`src/rtl/vga_layer_arb.sv`:
```
// vga_layer_arb: per-pixel layer arbiter with frame-synchronised configuration.
//
// Scan coordinates and layer hit/colour pass through a two-stage registered
// pipeline. The first stage masks hits with the live enable set and captures
// the background. The second stage picks the lowest-index enabled hit.
// Configuration requests are held in a single pending slot. They are copied
// to the live registers only at a frame boundary, so a frame never mixes two
// configurations.
//
// Optional build macro: VGA_LAYER_DEBUG_EN. When it is defined, active-area
// edge pixels are forced to white to outline the visible window.

module vga_layer_arb #(
    parameter int H_ACTIVE   = 640,
    parameter int V_ACTIVE   = 480,
    parameter int NUM_LAYERS = 4,
    parameter int LAT        = 2
) (
    input  logic                       clk_vga,
    input  logic                       rst_vga_n,
    input  logic [9:0]                 in_x,
    input  logic [9:0]                 in_y,
    input  logic [NUM_LAYERS-1:0]      lyr_hit,
    input  logic [12*NUM_LAYERS-1:0]   lyr_rgb,
    input  logic                       cfg_valid,
    output logic                       cfg_ready,
    input  logic [NUM_LAYERS-1:0]      cfg_en,
    input  logic [11:0]                cfg_bg,
    output logic [3:0]                 out_r,
    output logic [3:0]                 out_g,
    output logic [3:0]                 out_b,
    output logic                       frame_tick,
    output logic [15:0]                frame_cnt,
    output logic                       cfg_applied
);

    localparam logic [9:0] H_ACT_C = 10'(H_ACTIVE);
    localparam logic [9:0] V_ACT_C = 10'(V_ACTIVE);

    // The pipeline below is hand-built with exactly two register stages.
    if (LAT != 2) begin : g_lat_check
        $error("vga_layer_arb: LAT must be 2");
    end

    typedef enum logic [0:0] {
        ST_IDLE = 1'b0,
        ST_PEND = 1'b1
    } cfg_state_e;

    // ------------------------------------------------------------------
    // Declarations
    // ------------------------------------------------------------------
    cfg_state_e                state_q, state_d;
    logic                      cfg_ready_q, cfg_ready_d;
    logic                      cfg_applied_q, cfg_applied_d;
    logic [NUM_LAYERS-1:0]     pend_en_q, pend_en_d;
    logic [11:0]               pend_bg_q, pend_bg_d;
    logic [NUM_LAYERS-1:0]     live_en_q, live_en_d;
    logic [11:0]               live_bg_q, live_bg_d;

    logic [9:0]                prev_x_q, prev_y_q;
    logic                      coord_chg_s;
    logic                      boundary_s;
    logic                      frame_tick_q;
    logic [15:0]               frame_cnt_q;

    logic                      active_s;
    logic                      vld_s1_q;
    logic [NUM_LAYERS-1:0]     hit_s1_q;
    logic [12*NUM_LAYERS-1:0]  rgb_s1_q;
    logic                      act_s1_q;
    logic [11:0]               bg_s1_q;
    logic [11:0]               pix_d, pix_q;

`ifdef VGA_LAYER_DEBUG_EN
    localparam logic [9:0] H_LAST_C = 10'(H_ACTIVE - 1);
    localparam logic [9:0] V_LAST_C = 10'(V_ACTIVE - 1);
    logic                      edge_s;
    logic                      edge_s1_q;
`endif

    // ------------------------------------------------------------------
    // Frame boundary detection
    // ------------------------------------------------------------------
    assign active_s    = (in_x < H_ACT_C) && (in_y < V_ACT_C);
    assign coord_chg_s = (in_x != prev_x_q) || (in_y != prev_y_q);
    assign boundary_s  = coord_chg_s && (in_x == 10'd0) && (in_y == V_ACT_C);

    // Track previous coordinate, frame pulse and frame counter.
    always_ff @(posedge clk_vga or negedge rst_vga_n) begin
        if (!rst_vga_n) begin
            prev_x_q     <= 10'h3FF;
            prev_y_q     <= 10'h3FF;
            frame_tick_q <= 1'b0;
            frame_cnt_q  <= 16'h0000;
        end else begin
            prev_x_q     <= in_x;
            prev_y_q     <= in_y;
            frame_tick_q <= boundary_s;
            frame_cnt_q  <= boundary_s ? (frame_cnt_q + 16'd1) : frame_cnt_q;
        end
    end

    // ------------------------------------------------------------------
    // Configuration controller
    // ------------------------------------------------------------------
    // Next-state logic: accept into the pending slot, apply at a boundary.
    always_comb begin
        state_d       = state_q;
        pend_en_d     = pend_en_q;
        pend_bg_d     = pend_bg_q;
        live_en_d     = live_en_q;
        live_bg_d     = live_bg_q;
        cfg_applied_d = 1'b0;
        case (state_q)
            ST_IDLE: begin
                // A request landing on a boundary cycle is only captured here.
                // It waits for the next boundary to go live.
                if (cfg_valid && cfg_ready_q) begin
                    pend_en_d = cfg_en;
                    pend_bg_d = cfg_bg;
                    state_d   = ST_PEND;
                end else begin
                    state_d   = ST_IDLE;
                end
            end
            ST_PEND: begin
                if (boundary_s) begin
                    live_en_d     = pend_en_q;
                    live_bg_d     = pend_bg_q;
                    cfg_applied_d = 1'b1;
                    state_d       = ST_IDLE;
                end else begin
                    state_d       = ST_PEND;
                end
            end
            default: begin
                state_d = ST_IDLE;
            end
        endcase
        cfg_ready_d = (state_d == ST_IDLE);
    end

    // Configuration state, pending slot and live configuration registers.
    always_ff @(posedge clk_vga or negedge rst_vga_n) begin
        if (!rst_vga_n) begin
            state_q       <= ST_IDLE;
            cfg_ready_q   <= 1'b1;
            cfg_applied_q <= 1'b0;
            pend_en_q     <= {NUM_LAYERS{1'b0}};
            pend_bg_q     <= 12'h000;
            live_en_q     <= {NUM_LAYERS{1'b1}};
            live_bg_q     <= 12'h000;
        end else begin
            state_q       <= state_d;
            cfg_ready_q   <= cfg_ready_d;
            cfg_applied_q <= cfg_applied_d;
            pend_en_q     <= pend_en_d;
            pend_bg_q     <= pend_bg_d;
            live_en_q     <= live_en_d;
            live_bg_q     <= live_bg_d;
        end
    end

    // ------------------------------------------------------------------
    // Pixel pipeline
    // ------------------------------------------------------------------
`ifdef VGA_LAYER_DEBUG_EN
    assign edge_s = (in_x == 10'd0) || (in_x == H_LAST_C) ||
                    (in_y == 10'd0) || (in_y == V_LAST_C);

    // Carry the edge flag alongside the stage-1 pixel.
    always_ff @(posedge clk_vga or negedge rst_vga_n) begin
        if (!rst_vga_n) begin
            edge_s1_q <= 1'b0;
        end else begin
            edge_s1_q <= edge_s;
        end
    end
`endif

    // Stage 1: mask hits with the live enables and capture the background.
    always_ff @(posedge clk_vga or negedge rst_vga_n) begin
        if (!rst_vga_n) begin
            vld_s1_q <= 1'b0;
            hit_s1_q <= {NUM_LAYERS{1'b0}};
            rgb_s1_q <= {(12*NUM_LAYERS){1'b0}};
            act_s1_q <= 1'b0;
            bg_s1_q  <= 12'h000;
        end else begin
            vld_s1_q <= 1'b1;
            hit_s1_q <= lyr_hit & live_en_q;
            rgb_s1_q <= lyr_rgb;
            act_s1_q <= active_s;
            bg_s1_q  <= live_bg_q;
        end
    end

    // Stage 2 select: blanking, optional border, else the lowest-index hit.
    always_comb begin
        pix_d = 12'h000;
        if (!(vld_s1_q && act_s1_q)) begin
            pix_d = 12'h000;
`ifdef VGA_LAYER_DEBUG_EN
        end else if (edge_s1_q) begin
            pix_d = 12'hFFF;
`endif
        end else begin
            pix_d = bg_s1_q;
            // Walk from the lowest priority up so index 0 is applied last.
            for (int k = NUM_LAYERS - 1; k >= 0; k--) begin
                pix_d = hit_s1_q[k] ? rgb_s1_q[12*k +: 12] : pix_d;
            end
        end
    end

    // Stage 2: registered output pixel.
    always_ff @(posedge clk_vga or negedge rst_vga_n) begin
        if (!rst_vga_n) begin
            pix_q <= 12'h000;
        end else begin
            pix_q <= pix_d;
        end
    end

    // ------------------------------------------------------------------
    // Outputs
    // ------------------------------------------------------------------
    assign out_r       = pix_q[11:8];
    assign out_g       = pix_q[7:4];
    assign out_b       = pix_q[3:0];
    assign frame_tick  = frame_tick_q;
    assign frame_cnt   = frame_cnt_q;
    assign cfg_ready   = cfg_ready_q;
    assign cfg_applied = cfg_applied_q;

endmodule

```
`config.mk`:
```
export PLATFORM = sky130hd
export DESIGN_NAME = vga_layer_arb
export DESIGN_NICKNAME = d
export VERILOG_FILES = /design/src/rtl/vga_layer_arb.sv
export SDC_FILE = /design/constraint.sdc
export NUM_CORES = 1
export LEC_CHECK = 0
export BUFFER_PORTS_ARGS = -buffer_cell sky130_fd_sc_hd__buf_4
export CORE_ASPECT_RATIO = 0.5
export CORE_MARGIN = 3
export CORE_UTILIZATION = 28
export CTS_CLUSTER_SIZE = 20
export DETAILED_ROUTE_END_ITERATION = 6
export GPL_TIMING_DRIVEN = 0
export HOLD_SLACK_MARGIN = 0.06
export PLACE_DENSITY_LB_ADDON = 0.08
export SLEW_MARGIN = 20
export SYNTH_ARGS = -nofsm -noshare
export SYNTH_HDL_FRONTEND = slang
export SYNTH_SLANG_ARGS = --single-unit
```
`constraint.sdc`:
```
create_clock -name clk_vga -period 4.1 [get_ports clk_vga]
set_input_delay 0.82 -clock clk_vga [delete_from_list [all_inputs] [get_ports clk_vga]]
set_output_delay 0.82 -clock clk_vga [all_outputs]
set_load 0.05 [all_outputs]
```
==> Yosys cells after proc, flatten, opt, wreduce, memory -nomap -nowiden <==
Index checks and enable logic that the tools add are counted.
{ "word_totals": {"output_inout_bits": 31, "input_bits": 91, "word_cells": 45, "reg_bits": 150} }
{ "classes": {"n_lt_le_gt_ge": 2, "reduce_logical": 9, "eq_ne": 3, "addsub": 1, "n_mux": 10, "bitwise_logic": 3} }
{ "op_table": {"columns": ["cell", "count"], "rows": [
  ["$mux W12", 5],
  ["$ne A10 B10 Y1", 2],
  ["$add A16 B1 Y16 const B", 1],
  ["$eq A10 B9 Y1 const B", 1],
  ["$logic_not A10 Y1", 1],
  ["$lt A10 B10 Y1 const B", 1],
  ["$lt A10 B9 Y1 const B", 1],
  ["$logic_and A1 B1 Y1", 5],
  ["$and A4 B4 Y4", 1],
  ["$mux W1", 4],
  ["$reduce_and A2 Y1", 2],
  ["$not A1 Y1", 2],
  ["$pmux W1 S2", 1],
  ["$logic_or A1 B1 Y1", 1]
]} }

==> Logic depth before layout (Yosys ltp) <==
Gate-level depths: netlist of the first run.
{ "logic_depth": {"ltp_word": 7, "ltp_mapped": 7, "ltp_nobuf": 5} }

==> Least setup slack after synthesis of the first run <==
No wires, ideal clock.
{ "synth_timing": {"path_kind": "input port to flip-flop", "start": "input in_x[2]", "end": "register live_bg_q[10]", "setup_slack_ps": 1461, "cell_stages": 7, "t_arrival_ps": 2514, "setup_time_ps": 125, "t_required_ps": 3975, "path_cell_list": "or4_4 -> nor4_4 -> nand3_2 -> a211o_1 -> buf_6 -> buf_6 -> mux2_4"} }
{ "synth_via": {"elab_chain_len": 5, "word_cells_on_any_way": 6, "classes_between": "eq/ne (1); reduce/logical (5)"} }
{ "synth_rtl": {"columns": ["item", "line", "text"], "rows": [
  ["from (decl)", "21", "input logic [9:0] in_x,"],
  ["$ne A10 B10 Y1", "86", "assign coord_chg_s = (in_x != prev_x_q) || (in_y != prev_y_q);"],
  ["$logic_or A1 B1 Y1", "86", null],
  ["$logic_and A1 B1 Y1 * (2 in a row)", "87", "assign boundary_s = coord_chg_s && (in_x == 10'd0) && (in_y == V_ACT_C);"],
  ["$reduce_and A2 Y1 (no line) *", null, null],
  ["to (signal assigned)", "161", "live_bg_q <= live_bg_d;"],
  ["to (decl)", "59", "logic [11:0] live_bg_q, live_bg_d;"]
]} }
Every way passes the cells marked *; elsewhere a longest branch is shown, timed or not.
A chain may end at the register's enable or synchronous reset.

==> Worst setup path in the final report of the first run <==
{ "layout_timing": {"start": "input in_y[8]", "end": "register live_bg_q[7]"} }
{ "layout_via": {"elab_chain_len": 5, "word_cells_on_any_way": 6, "classes_between": "eq/ne (2); reduce/logical (4)"} }
{ "layout_rtl": {"columns": ["item", "line", "text"], "rows": [
  ["from (decl)", "22", "input logic [9:0] in_y,"],
  ["$ne A10 B10 Y1", "86", null],
  ["$logic_or A1 B1 Y1", "86", null],
  ["$logic_and A1 B1 Y1", "87", null],
  ["$logic_and A1 B1 Y1 *", "87", null],
  ["$reduce_and A2 Y1 (no line) *", null, null]
]} }
Marks and branches as above.

==> metrics, run 1 <==
crit path DAT=around 2.9 ns; CP endpoint kind=flip-flop; share of cells above drive strength 1=between 40 and 50%; worst r2r src=prev_y_q[8]; Gate power share=roughly 4.2%; Root Buffer=clkbuf_16; CTS tree=done; worst hold start=live_bg_q[11]; FMAX=0.3803 GHz; GP Congestion=0.7184; PostCTS Resize Cnt=0; post-layout net count=614; critical-path cell list=buf_4 -> xnor2_1 -> nand4_1 -> nor3_1 -> a211o_1 -> buf_6 -> buf_6 -> mux2_4; syn_area_per_cell=14.69 sq um; part of the power in registers=46.2%; P_sw=745.4 uW; flop2flop setup slack=1.55 ns; Post-synth ARST share=100.0%; Final setup viols=0; Placed Cells=762; first-pass GRT wire length=19,500 microns; internal power=2576 uW; R2R cell count=7; HPWL after DPL=just under 9000 microns; number of flops mapped to enable cells by yosys=0; initial antenna violation count=0; FF+latch count, synth=150; most common cell after layout, fill and taps aside=dfrtp_1; Netlist cell types=35; Worst-path clk slew=0.07 ns; Final Skew=between 0.009 and 0.01 ns; # clock sinks=150; Die H=between 100 and 150 microns; Leak=0.003473 uW; vias in the first global route=3,443; slowest cell delay on critical path=about 0.72 ns; Req. time, crit path=4.40 ns; Post-Syn Instances=between 300 and 400; TritonCTS buffer count=17; clock share of power=slightly below 50%; Setup Buffers After CTS=0; Peak VDD IR=0.2339 mV; Most used DFF post-synth=dfrtp_1; via density per instance=just over 4; commonest cells after routing, fill and taps aside=dfrtp_1, buf_4, nand2_1; Rows=35; Least-Margin Pin Slew=slightly above 0.9 ns; sw frac=22.44%; fillers=1,862; Die ar.=21,820 sq um; largest family of logic cells by synthesized area=multiplexers; H-tree lvl count=4; status=complete, no violations; RSZ-0062 raised after global routing=no; Avg WL per Cell=between 15 and 20 microns; Area Overhead vs Synth=33.72%; post-route ant nets=0; WHS=between 0.3 and 0.4 ns; area of the multi-input gates=1719 sq um; Vias=3,253; Worst Setup SP=in_y[8]; core area=19,010 sq um; clk_lat worst skew=0.42 ns; Max FO, Critical Path=10; WHS Path Cells=0; Worst Hold Endpoint=bg_s1_q[11]; pwr dens=443.9 nW/um^2; Warnings, synthesis=0; Synth Area in Compound Gates=under 10%; grt total ovfl=0; total power draw=3321 uW; drt pass-1 iters=4; post-route setup TNS=0 ns; Diodes inserted=0; Storage cell area=3785 sq um; Hold/Removal Path Class=reg2reg; CTS Hold Bufs=0; Slew headroom=37.93%; r2r endpoint=live_bg_q[7]; Synth Area in Adders=0.2236%; Seq/Total Area, Yosys=67.64%; Iteration-0 DRC Markers=126; port bufs=between 100 and 150; fin crit share=between 60% and 70%; Syn Std Cell Area=5595 sq um; max-cap violations=0; # DRC=0; Crit Path Category=in2reg; CP startpoint kind=primary input; Synth Area in XOR/XNOR=5.479%; most frequent CP cell=buf_6; final hold viol count=0; Max Transition Viols Final=0; mux cell area share after synthesis=around 12%; post-synthesis simple-gate area fraction=7.536%; Routed WL=12,450 microns; crit path time final=2.630 ns; Die W=roughly 210 microns; largest net degree at the start of global routing=around 90; CTS Buffer Depth=2; GRT Total Usage=approximately an eighth; post-synth net total=around 470; Initial Utilization=29.44%; Finished Layout Cells=794; IO Pins=roughly 120; Slowest cell on crit path=nor3_1
## routing by layer
metal / vias up / part of all wire, % / wire [microns] / global-route usage [%]
li1: 1614 / - / - / -
met1: 1579 / 49 / 6043 / 16.42
met2: 50 / 47 / 5820 / 17.77
met3: 10 / 3.9 / 480 / 3.181
met4: 0 / 0.85 / 106 / 4.064
met5: - / 0 / 0 / 0
## critical path: cells and delay by family
kind,cells,cell delay [ns]
AND/OR/NAND/NOR,2,0.86
buffers and inverters,3,0.45
multiplexers,1,0.31
AO/OA/AOI/OAI,1,0.27
XOR/XNOR,1,0.22
## registers in the layout, summed over array words and instances, names as in the netlist, 4 cells and up
register,count
pend_bg_q,12
pix_q,12
live_bg_q,12
prev_y_q,10
rgb_s1_q,48
hit_s1_q,4
live_en_q,4
pend_en_q,4
bg_s1_q,12
prev_x_q,10
frame_cnt,16
## through the flow
stage | utilization [%] | instance area, sq um | setup WS (ns)
after global placement | 35.93 | 6828 | 0.9809
final | 39.37 | 7482 | 1.470
after floorplan | - | 5595 | 1.461
after global routing | 39.37 | 7482 | 1.267
after detailed placement | 36.11 | 6863 | 1.017
after CTS | 39.37 | 7482 | 1.454
## worst max path at each step
stage	endpoint	slack (ns)	cells past startpoint
global placement	live_bg_q[7]	0.98	8
finish	live_bg_q[7]	1.47	8
CTS	live_bg_q[4]	1.45	8
floorplan	live_bg_q[10]	1.46	7
global route	live_bg_q[10]	1.27	8
detailed placement	live_bg_q[7]	1.02	8
## Yosys cell counts, types with 2 or more instances
library cell | instances | area share, %
dfrtp_1 | 125 | 56
a211oi_1 | 5 | 0.67
and2_1 | 5 | 0.56
xnor2_1 | 22 | 3.4
o21ai_0 | 25 | 2.2
nand4_1 | 8 | 0.89
mux2_4 | 10 | 2.7
nor4_4 | 2 | 0.76
or4_4 | 2 | 0.40
buf_6 | 3 | 0.60
nor2_1 | 3 | 0.20
a2111oi_0 | 3 | 0.47
buf_1 | 3 | 0.20
a2111oi_2 | 7 | 1.9
nand3_1 | 9 | 0.80
dfstp_2 | 25 | 12
mux2i_1 | 24 | 4.3
mux2_1 | 6 | 1.2
clkbuf_1 | 7 | 0.47
xor2_1 | 13 | 2.0
nand2_1 | 29 | 1.9
mux2_2 | 17 | 3.4
nor3_1 | 2 | 0.18
and3_1 | 12 | 1.3
inv_1 | 4 | 0.27
## area by class of cell
type                       instances  share of cell area (%)
clock inverter                    14                   2.542
buffer                            14                   1.020
multi-input combinational        213                   22.98
tap                              259                   4.331
inverter                           4                  0.2007
timing repair buffer             122                   12.61
clock buffer                      18                   5.736
sequential                       150                   50.59
## power by group through the flow
stage	clock (uW)	combinational, uW	sequential, uW
CTS	1700	146	1530
finish	1650	139	1540
floorplan	0	24.6	1560
detailed placement	0	145	1560
global route	1760	157	1540
global placement	0	142	1560
## cell families after synthesis
family | Yosys count
multiplexers | 57
AND/OR/NAND/NOR | 75
buffers and inverters | 18
other | 1
XOR/XNOR | 35
AO/OA/AOI/OAI | 44
flip-flops | 150
adder cells (fa/ha/maj) | 1
(Power assumes the default switching activity.)
==> inputs of run 2 (changes only) <==
- clock period: 4.1 -> 2.4 ns (I/O delays scaled with it)
==> run 2 against run 1 <==
Register-to-register slack got worse by 1.4 ns. Via count about the same. Utilization increased by 0.059 points. Global-route usage about the same. Cell area increased by 0.15%. Sequential cell count unchanged. Largest cell class unchanged. Count of clock-buffer cells in the layout unchanged. Cell count unchanged. Clock power increased by 71%.
==> metrics, run 2 (synthesized netlist as in run 1, its figures left out) <==
crit path DAT=2.52 ns (was 2.93 ns); status=complete, no violations (unchanged); # DRC=0 (unchanged); Peak VDD IR=0.3995 mV (was 0.2339 mV); core area=19,010 sq um (unchanged); Area Overhead vs Synth=33.92% (was 33.72%); Largest Register=rgb_s1_q (unchanged); initial antenna violation count=0 (unchanged); clk_lat worst skew=0.42 ns (about the same); total power draw=5677 uW (was 3321 uW); drt pass-1 iters=4 (unchanged); max-cap violations=0 (unchanged); Finished Layout Cells=794 (unchanged); CP endpoint kind=flip-flop (unchanged); Avg WL per Cell=15.68 microns (about the same); largest net degree at the start of global routing=88 (unchanged); Iteration-0 DRC Markers=113 (was 126); worst r2r src=prev_y_q[5] (was prev_y_q[8]); CTS tree=done (unchanged); # clock sinks=150 (unchanged); Vias=3,250 (was 3,253); Die W=205.9 microns (unchanged); port bufs=121 (unchanged); Routed WL=12,450 microns (about the same); Max FO, Critical Path=10 (unchanged); Final Skew=0.01037 ns (was 0.009319 ns); Die H=106.0 microns (unchanged); GRT Total Usage=11.79% (about the same); GP Congestion=0.7184 (unchanged); RSZ-0062 raised after global routing=no (unchanged); TritonCTS buffer count=17 (unchanged); Least-Margin Pin Slew=0.7147 ns (was 0.9239 ns); Worst Slack Setup Final=0.1697 ns (was 1.470 ns); dpl ws=-0.3432 ns (was 1.017 ns); crit path time final=2.230 ns; Diodes inserted=0 (unchanged); commonest cells after routing, fill and taps aside=dfrtp_1, buf_4, nand2_1 (unchanged); Worst-path clk slew=0.07 ns (about the same); CTS Buffer Depth=2 (unchanged); pwr dens=757.6 nW/um^2 (was 443.9 nW/um^2); end-of-flow core utilization=39.43% (was 39.37%); fin crit share=slightly above 90%; HPWL after DPL=8875 microns (unchanged); Placed Cells=762 (unchanged); Die ar.=21,820 sq um (unchanged); IO Pins=122 (unchanged); Final setup viols=0 (unchanged); max FFs per register=48 (unchanged); Crit Path Category=reg2reg (was in2reg); first-pass GRT wire length=19,510 microns (was 19,500 microns); final hold viol count=0 (unchanged); share of cells above drive strength 1=41.68% (was 41.50%); Max Transition Viols Final=0 (unchanged); via density per instance=4.093 (was 4.097); grt total ovfl=0 (unchanged); Initial Utilization=29.44% (unchanged); Rows=35 (unchanged); fillers=1,860 (was 1,862); CP startpoint kind=flip-flop (was primary input); post-route ant nets=0 (unchanged); Setup Buffers After CTS=0 (unchanged); Slew headroom=52.36% (was 37.93%); WHS=0.06479 ns (was 0.3758 ns); post-layout net count=614 (unchanged); Leak=0.003487 uW (was 0.003473 uW); FMAX=0.4484 GHz; Req. time, crit path=2.69 ns (was 4.40 ns); Worst Setup SP=prev_y_q[5] (was in_y[8]); CTS Hold Bufs=0 (unchanged); Root Buffer=clkbuf_16 (unchanged); Hold/Removal Path Class=in2async (was reg2reg); H-tree lvl count=4 (unchanged); most common cell after layout, fill and taps aside=dfrtp_1 (unchanged); vias in the first global route=3,442 (was 3,443)
[run 2: cell types whose count changed in the layout (fill, tap and decap cells not counted)]
cell,change
nor3_1,-1
nor3_4,+1
[run 2: what timing repair did]
action / CTS / global route
hold endpoints to repair: 0 / 0
pin swaps: 0 / 0
endpoints found under the setup margin: 26 / 10
resized for setup: 1 / 1
[run 2: report_power, final]
group / switching [uW] / total [uW] / internal (uW)
Sequential: 20.5 / 2620 / 2600
Combinational: 112 / 239 / 127
Clock: 1140 / 2820 / 1670
[run 2: final timing paths]
kind | slack [ns] | cells past startpoint | to
worst max register to register | 0.17 | 6 | frame_cnt[13]
worst min register to register | 0.38 | 0 | bg_s1_q[11]
min in group clk_vga | 0.17 | 1 | rgb_s1_q[23]
worst max-delay path | 0.17 | 6 | frame_cnt[13]
worst min-delay path | 0.06 | 1 | frame_cnt[13]
max in group asynchronous | 1.55 | 2 | live_en_q[1]
[run 2: metal layers]
metal	global-route usage, %	up-vias	routed length, microns
li1	-	1613	-
met1	16.44	1577	6038
met2	17.77	50	5826
met3	3.181	10	480
met4	4.064	0	106
met5	0	-	0
[run 2: critical path, cell delays in order, from the launching register on]
cell and delay, ns:
dfstp_2 0.53, xnor2_1 0.14, nand4_1 0.12, nor2_1 0.44, buf_1 0.54, a2111oi_2 0.18, xor2_1 0.17
[run 2: cell type report]
type,instances,area (sq um),area share (%)
inverters,4,15.01,0.2004
clock inverters,14,190.2,2.538
repair buffers,122,943.4,12.59
plain buffers,14,76.32,1.019
flip-flops and latches,150,3785,50.51
multi-input cells,213,1730,23.09
well taps,259,324.1,4.325
clock buffers,18,429.2,5.727
[run 2: through the flow]
| stage | TNS [ns] | cell area (sq um) |
|---|---|---|
| floorplan | 0 | 5595 |
| global placement | -7.177 | 6828 |
| detailed placement | -6.387 | 6863 |
| CTS | 0 | 7487 |
| global route | 0 | 7493 |
| finish | 0 | 7493 |
==> inputs of run 3 (changes only) <==
- CORE_ASPECT_RATIO: 0.5 -> 1.2
- CORE_UTILIZATION: 28 -> 45
==> run 3 against run 2 <==
Sequential power hardly changed. Highest routed layer unchanged. Hold slack improved by 0.11 ns. Global-route usage increased by 6.2 points. Combinational power is 3% lower. First-iteration DRC count grew 4.4%. Die area shrank 37%. Non-clock buffer count increased by 1. Critical endpoint is now live_bg_q[7]. Maximum frequency rose by 1.9%. Largest power group is now sequential cells. Setup slack better by 0.041 ns. Critical path depth grew 1.
==> metrics, run 3 (synthesized netlist as in run 1, its figures left out) <==
vias in the first global route=3,683 (was 3,442); status=complete, no violations (unchanged); Crit Path Category=reg2reg (unchanged); RSZ-0062 raised after global routing=no (unchanged); post-layout net count=615 (was 614); first-pass GRT wire length=18,530 microns (was 19,510 microns); most common cell after layout, fill and taps aside=dfrtp_1 (unchanged); fin crit share=91.20% (was 92.93%); Leak=0.003465 uW (was 0.003487 uW); CP startpoint kind=flip-flop (unchanged); area of the multi-input gates=1730 sq um (unchanged); H-tree lvl count=4 (unchanged); Largest Register=rgb_s1_q (unchanged); TritonCTS buffer count=17 (unchanged); pwr dens=732.3 nW/um^2 (was 757.6 nW/um^2); Die H=128.2 microns (was 106.0 microns); max FFs per register=48 (unchanged); final hold viol count=0 (unchanged); crit path time final=2.189 ns (was 2.230 ns); share of cells above drive strength 1=41.20% (was 41.68%); core area=12,110 sq um (was 19,010 sq um); Max FO, Critical Path=10 (unchanged); CTS Buffer Depth=2 (unchanged); Root Buffer=clkbuf_16 (unchanged); Placed Cells=664 (was 762); Vias=3,399 (was 3,250); drt pass-1 iters=4 (unchanged); Hold/Removal Path Class=in2reg (was in2async); commonest cells after routing, fill and taps aside=dfrtp_1, buf_4, nand2_1 (unchanged); Worst Slack Setup Final=0.2112 ns (was 0.1697 ns); Area Overhead vs Synth=30.75% (was 33.92%); Max Transition Viols Final=0 (unchanged); Final Skew=0.007757 ns (was 0.01037 ns); Peak VDD IR=0.4711 mV (was 0.3995 mV); grt total ovfl=0 (unchanged); largest net degree at the start of global routing=88 (unchanged); Iteration-0 DRC Markers=118 (was 113); Die ar.=13,810 sq um (was 21,820 sq um); dpl ws=-0.3442 ns (was -0.3432 ns); IO Pins=122 (unchanged); FMAX=0.4569 GHz (was 0.4484 GHz); CTS tree=done (unchanged); # clock sinks=150 (unchanged); GP Congestion=0.7600 (was 0.7184); post-route ant nets=0 (unchanged); GRT Total Usage=18.04% (was 11.79%); Req. time, crit path=2.69 ns (about the same); via density per instance=4.891 (was 4.093); Diodes inserted=0 (unchanged); Finished Layout Cells=695 (was 794); Slew headroom=51.55% (was 52.36%); crit path DAT=2.48 ns (was 2.52 ns); CP endpoint kind=flip-flop (unchanged); HPWL after DPL=8333 microns (was 8875 microns); Final setup viols=0 (unchanged); Avg WL per Cell=16.53 microns (was 15.68 microns); Routed WL=11,490 microns (was 12,450 microns); Worst-path clk slew=0.06 ns (was 0.07 ns); Storage cell area=3785 sq um (unchanged); initial antenna violation count=0 (unchanged); clk_lat worst skew=0.41 ns (was 0.42 ns); Die W=107.8 microns (was 205.9 microns); Initial Utilization=46.20% (was 29.44%); max-cap violations=0 (unchanged); Rows=44 (was 35); Least-Margin Pin Slew=0.7267 ns (was 0.7147 ns); # DRC=0 (unchanged); port bufs=121 (unchanged); fillers=999 (was 1,860)
-- run 3: changes by cell type in the layout (fill, tap and decap cells not counted) --
cell / before / now
clkinv_2: 0 / 5
clkinv_4: 2 / 0
clkbuf_1: 8 / 9
clkbuf_8: 0 / 1
inv_8: 3 / 0
bufinv_16: 3 / 2
inv_6: 3 / 0
dlygate4sd3_1: 0 / 1
-- run 3: timing repair --
action                                  4_1_cts  5_1_grt
hold buffers                                  1        0
endpoints found under the hold margin        43        0
gates cloned                                  0        0
gates resized for setup                       1        1
endpoints found under the setup margin       25        7
pin swaps                                     0        0
setup buffers                                 0        0
-- run 3: through the flow --
stage                     setup TNS, ns  util, %  area (sq um)  hold slack, ns  total power (uW)
after floorplan                       0        -          5595          0.1844              2705
after detailed placement         -5.961    55.65          6740          0.3619              2905
after CTS                             0    60.35          7310          0.1446              5439
final                                 0    60.40          7316          0.1729              5357
after global routing                  0    60.40          7316          0.1453              5586
after global placement           -4.838    55.36          6705          0.3598              2891
-- run 3: worst max-delay path, stage by stage (launching register included) --
cell	delay (ns)
dfstp_2	0.52
xnor2_1	0.12
nand4_1	0.17
nor3_4	0.40
a211o_1	0.21
buf_6	0.14
buf_6	0.19
mux2_4	0.31
-- run 3: path summary, 6_finish.rpt --
path	start	endpoint	slack [ns]	cells after the start
min	lyr_rgb[2]	rgb_s1_q[2]	0.17	1
max in group asynchronous	rst_vga_n	live_en_q[3]	1.01	3
min reg2reg	live_bg_q[2]	bg_s1_q[2]	0.37	0
min in group asynchronous	rst_vga_n	rgb_s1_q[7]	0.59	2
max	prev_y_q[3]	live_bg_q[7]	0.21	7
max reg2reg	prev_y_q[3]	live_bg_q[7]	0.21	7
-- run 3: layout make-up --
| cell class | count | share of cell area [%] |
|---|---|---|
| plain buffers | 14 | 1.043 |
| clock buffers | 20 | 6.106 |
| clock inverters | 10 | 1.471 |
| inverters | 4 | 0.2052 |
| multi-input cells | 213 | 23.65 |
| flip-flops and latches | 150 | 51.74 |
| well taps | 161 | 2.754 |
| repair buffers | 123 | 13.03 |
-- run 3: metal layers --
metal	track usage, %	up-vias	part of all wire, %
met4	6.166	0	1.6
met5	0	-	0
met3	6.549	16	6.8
li1	-	1609	-
met1	21.26	1682	39
met2	30.49	92	53
-- run 3: power breakdown --
| group | switching [uW] | total, uW | internal (uW) |
|---|---|---|---|
| Sequential | 20.6 | 2620 | 2600 |
| Clock | 966 | 2500 | 1530 |
| Combinational | 105 | 233 | 128 |
